==> src/rtl/serial_subtractor.sv <==
// serial_subtractor
//   Bit-serial subtractor: diff = (a - b - bin) mod 2^WIDTH, computed LSB
//   first with a single full-subtractor cell, one bit per clock.
//   Operands arrive on a valid/ready start handshake; the result leaves on a
//   valid/ready done handshake. WIDTH RUN cycles per operation.
//
// Parameters
//   WIDTH        operand/result width, 2..64 (default 8)
//
// Ports
//   clk          rising-edge clock
//   rst_n        synchronous active-low reset
//   start_valid  a/b/bin are valid
//   start_ready  block can accept operands (IDLE only, low during reset)
//   a, b, bin    minuend, subtrahend, borrow-in (captured on start handshake)
//   diff         result (a - b - bin) mod 2^WIDTH
//   bout         final borrow-out (a < b + bin, unsigned)
//   ovf          signed overflow of a - b - bin (only with SERIAL_SUB_OVF_EN)
//   done_valid   diff/bout (and ovf) are valid
//   done_ready   consumer accepts the result
//
// Build option
//   SERIAL_SUB_OVF_EN  when defined, adds the ovf output and its logic.

module serial_subtractor #(
    parameter int WIDTH = 8
) (
    input  logic             clk,
    input  logic             rst_n,
    input  logic             start_valid,
    output logic             start_ready,
    input  logic [WIDTH-1:0] a,
    input  logic [WIDTH-1:0] b,
    input  logic             bin,
    output logic [WIDTH-1:0] diff,
    output logic             bout,
`ifdef SERIAL_SUB_OVF_EN
    output logic             ovf,
`endif
    output logic             done_valid,
    input  logic             done_ready
);

    localparam int CNT_W = $clog2(WIDTH) + 1;

    typedef enum logic [1:0] {
        IDLE,
        RUN,
        DONE
    } state_t;

    state_t state;
    state_t state_next;

    logic [WIDTH-1:0] a_sh;
    logic [WIDTH-1:0] b_sh;
    logic [WIDTH-1:0] res_sh;
    logic             br;
    logic [CNT_W-1:0] cnt;

    logic             d;
    logic             br_next;
    logic             last;

    // Single full-subtractor cell working on bit 0 of the shift registers.
    always_comb begin
        d       = a_sh[0] ^ b_sh[0] ^ br;
        br_next = (~a_sh[0] & b_sh[0]) | (~(a_sh[0] ^ b_sh[0]) & br);
        last    = (cnt == CNT_W'(WIDTH - 1));
    end

    always_ff @(posedge clk) begin
        if (!rst_n) begin
            state <= IDLE;
        end else begin
            state <= state_next;
        end
    end

    always_comb begin
        state_next  = state;
        start_ready = 1'b0;
        case (state)
            IDLE: begin
                start_ready = rst_n;
                if (start_valid) begin
                    state_next = RUN;
                end
            end
            RUN: begin
                if (last) begin
                    state_next = DONE;
                end
            end
            DONE: begin
                if (done_ready) begin
                    state_next = IDLE;
                end
            end
            default: state_next = IDLE;
        endcase
    end

    // diff is a separate register from res_sh so the previous result stays
    // visible while the next operation is shifting.
    always_ff @(posedge clk) begin
        if (!rst_n) begin
            a_sh       <= '0;
            b_sh       <= '0;
            res_sh     <= '0;
            br         <= 1'b0;
            cnt        <= '0;
            diff       <= '0;
            bout       <= 1'b0;
`ifdef SERIAL_SUB_OVF_EN
            ovf        <= 1'b0;
`endif
            done_valid <= 1'b0;
        end else begin
            case (state)
                IDLE: begin
                    if (start_valid) begin
                        a_sh <= a;
                        b_sh <= b;
                        br   <= bin;
                        cnt  <= '0;
                    end
                end
                RUN: begin
                    a_sh   <= a_sh >> 1;
                    b_sh   <= b_sh >> 1;
                    br     <= br_next;
                    cnt    <= cnt + CNT_W'(1);
                    res_sh <= {d, res_sh[WIDTH-1:1]};
                    if (last) begin
                        diff       <= {d, res_sh[WIDTH-1:1]};
                        bout       <= br_next;
`ifdef SERIAL_SUB_OVF_EN
                        // br is the borrow into the MSB stage at this point.
                        ovf        <= br ^ br_next;
`endif
                        done_valid <= 1'b1;
                    end
                end
                DONE: begin
                    if (done_ready) begin
                        done_valid <= 1'b0;
                    end
                end
                default: ;
            endcase
        end
    end

endmodule

==> config.mk <==
export PLATFORM = sky130hd
export DESIGN_NAME = serial_subtractor
export DESIGN_NICKNAME = d
export VERILOG_FILES = /design/src/rtl/serial_subtractor.sv
export SDC_FILE = /design/constraint.sdc
export NUM_CORES = 1
export LEC_CHECK = 0
export ABC_AREA = 1
export BUFFER_PORTS_ARGS = -buffer_cell sky130_fd_sc_hd__buf_4
export CAP_MARGIN = 25
export CORE_MARGIN = 3
export CORE_UTILIZATION = 29
export DETAILED_ROUTE_END_ITERATION = 8
export GPL_ROUTABILITY_DRIVEN = 0
export SYNTH_ARGS = -nofsm -noshare
export SYNTH_HDL_FRONTEND = slang
export SYNTH_SLANG_ARGS = --single-unit
==> constraint.sdc <==
create_clock -name clk -period 3.6 [get_ports clk]
set_clock_uncertainty 0.15 [all_clocks]
set_input_delay 0.54 -clock clk [delete_from_list [all_inputs] [get_ports clk]]
set_output_delay 0.54 -clock clk [all_outputs]
set_load 0.01 [all_outputs]
==> impl_metrics.tcl <==
set metrics [dict create \
    ys_seq_elements 40 \
    yosys_warnings 0 \
    overflow 0 \
    grt_max_degree 34 \
    post_cts_buffers 0 \
    p_comb_share_pct 11.7 \
    cts.clk_slew.worst_paths_ns 0.08 \
    syn_avg_cell_area_sq_um 6.76 \
    synth-edff-count 0 \
    hpwlAfterDp_mm 2.56 \
    ios 32 \
    worstPathArrival_ns 1.67 \
    drtIter0Drc 68 \
    io_buffers 31 \
    netlist_area_sq_mm 0.00177 \
    maxCapViolCount 0 \
    setup_viol 0 \
    crit_type "input port to primary output" \
    syn_inst 262 \
    core_sq_mm 0.00571 \
    cpMostUsedCell "buf_4" \
    dp_slack_ns 1.22 \
    p_seq_share_pct 49.6 \
    route.detailed.drc 0 \
    worst-path-buf-inv 3 \
    finalPower_mw 0.960 \
    synthTopCellsByCount "nor2_1, nand2_1, dfxtp_1, nand3_1, inv_1" \
    synth_top_area_share_pct 45.2 \
    vias_per_cell 4.44 \
    grt_usage_pct 12.1 \
    fmax_ghz 0.424 \
    critPathLaunchType "input port" \
    slowest_delay_ns 0.45 \
    cts-root-buf "clkbuf_8" \
    htreeDepth 2 \
    clkLatencyLatePin_ns 0.30 \
    cts-resized-gates 0 \
    cts.path.max_buffers 2 \
    synth.area.top_cells "dfxtp_1, nor2_1, nand2_1" \
    ctsHoldBuffers 0 \
    worst_hold_slack_ns 0.303 \
    setup_tns_ns 0 \
    final_hold_viol_count 0 \
    switchingPower_mw 0.246 \
    postSynth.asyncResetShare_pct 0 \
    powerDensity_mw_per_mm2 446 \
    die_y_um 84.2 \
    grt_first_pass_wirelength_mm 6.89 \
    relSlewSlack_pct 50.2 \
    tritoncts "done" \
    fin_crit_ns 2.36 \
    synth.distinct_cells 21 \
    area_growth_pct 21.3 \
    core.rowCount 27 \
    seq_area_frac_synth_pct 45.2 \
    wl_per_cell_um 10.5 \
    worstPathMaxFanout 25 \
    layout.nets 311 \
    vias 1602 \
    endpoint_kind "primary output" \
    numCtsBuffers 5 \
    p_clk_share_pct 38.7 \
    clock_sinks 40 \
    drt_wl_total_mm 3.81 \
    yosysTopAreaCell "dfxtp_1" \
    crit_family "buffers and inverters" \
    grt_pass1_vias 1548 \
    rsz0062_at_grt "no" \
    p_leak_nw 0.964 \
    stdcell_count 361 \
    syn_nets 285 \
    diodes 0 \
    hp-class "flip-flop to flip-flop" \
    initial_core_util_pct 31.0 \
    antenna_found_initial 0 \
    path_cells "buf_4, clkinv_1, nor3_1, buf_4" \
    required_ns 2.91 \
    die-area_sq_mm 0.00708 \
    place_inst 353 \
    worst_slack_ns 1.24 \
    fin_crit_sh_pct 65.5 \
    layout-drive-gt1-share_pct 15.9 \
    status "complete, no violations" \
    chipWidth_um 84.2 \
    slowest_stage "clkinv_1" \
    synthMostInstantiatedCell "nor2_1" \
    max-vdd-ir-drop_mv 0.195 \
    maxSlewViolCount 0 \
    netSwitchingFraction_pct 25.6 \
    worstMarginPinSlew_ns 0.744 \
    synthFlopType "dfxtp_1" \
    ant_nets 0 \
    dr.pass1.iters 4 \
    p_int_mw 0.714 \
]
-- layout by cell type, fill, tap and decap left out --
cell type and count:
clkinv_1 1, o21ai_0 7, dfxtp_1 40, nand3b_1 5
buf_4 31, a21oi_1 10, clkinvlp_4 1, nor2_2 1
ha_1 1, o21ai_1 3, clkinv_2 1, nor3_1 2
nand2_1 58, nand3_1 27, fa_1 1, inv_1 23
o21a_1 1, nor2_1 64, bufinv_16 1, nor2_4 1
nand2_2 3, clkbuf_8 5, inv_2 2
-- path summary, 6_finish.rpt --
kind | start | to | slack [ns] | cells after the start
worst min-delay path | res_sh[1]$_SDFFE_PN0P_ | res_sh[1]$_SDFFE_PN0P_ | 0.30 | 2
worst max register to register | state[0]$_SDFFE_PN0P_ | done_valid$_SDFFE_PN0P_ | 1.79 | 4
worst max-delay path | rst_n | start_ready | 1.24 | 4
worst min register to register | res_sh[1]$_SDFFE_PN0P_ | res_sh[1]$_SDFFE_PN0P_ | 0.30 | 2
-- cell type report --
class                           instances  area (sq um)
Inverter                               26          97.6
Sequential cell                        40           801
Tap cell                               72          90.1
Timing Repair Buffer                   31           233
Fill cell                             599          3560
Clock inverter                          3          42.5
Clock buffer                            5          68.8
Multi-Input combinational cell        184           817
-- flip-flops by register name, indices dropped and copies added, names as in the netlist --
name	flops
res_sh	7
cnt	4
bout	1
br	1
state	2
b_sh	8
a_sh	8
diff	8
done_valid	1
-- layer usage --
layer | vias to the layer above | part of all wire, % | GRT usage [%]
met5 | - | 0 | 0
met4 | 0 | 2.2 | 5.41
met3 | 8 | 4.2 | 2.85
met2 | 28 | 43 | 19.3
met1 | 706 | 50 | 15.4
li1 | 860 | - | -
-- stage by stage --
step	instance area, sq um	utilization, %
2_1_floorplan	1770	-
3_3_place_gp	2040	35.7
3_5_place_dp	2040	35.7
4_1_cts	2150	37.7
5_1_grt	2150	37.7
6_report	2150	37.7
-- power groups by stage --
stage | clock network (mW) | logic [mW] | registers (mW)
after global placement | 0 | 0.112 | 0.486
final | 0.371 | 0.112 | 0.476
after detailed placement | 0 | 0.113 | 0.486
after CTS | 0.379 | 0.114 | 0.476
after global routing | 0.392 | 0.134 | 0.479
after floorplan | 0 | 0.0811 | 0.483
-- worst register-to-register path, delay by kind of cell (launching register included) --
family,cells,cell delay (ns)
AND/OR/NAND/NOR,2,0.88
AO/OA/AOI/OAI,1,0.14
buffers and inverters,1,0.09
flip-flops,1,0.48
-- cells by family (layout without fill, tap and decap cells) --
| kind of cell | Yosys count | count (layout) | share of synthesized area, % |
|---|---|---|---|
| flops | 40 | 40 | 45.2 |
| fa+ha+maj | 2 | 2 | 1.84 |
| simple gates | 161 | 161 | 38.2 |
| compound gates | 21 | 21 | 6.07 |
| buf+inv | 38 | 65 | 8.69 |
Note: power is estimated with default switching activity, not from simulation.
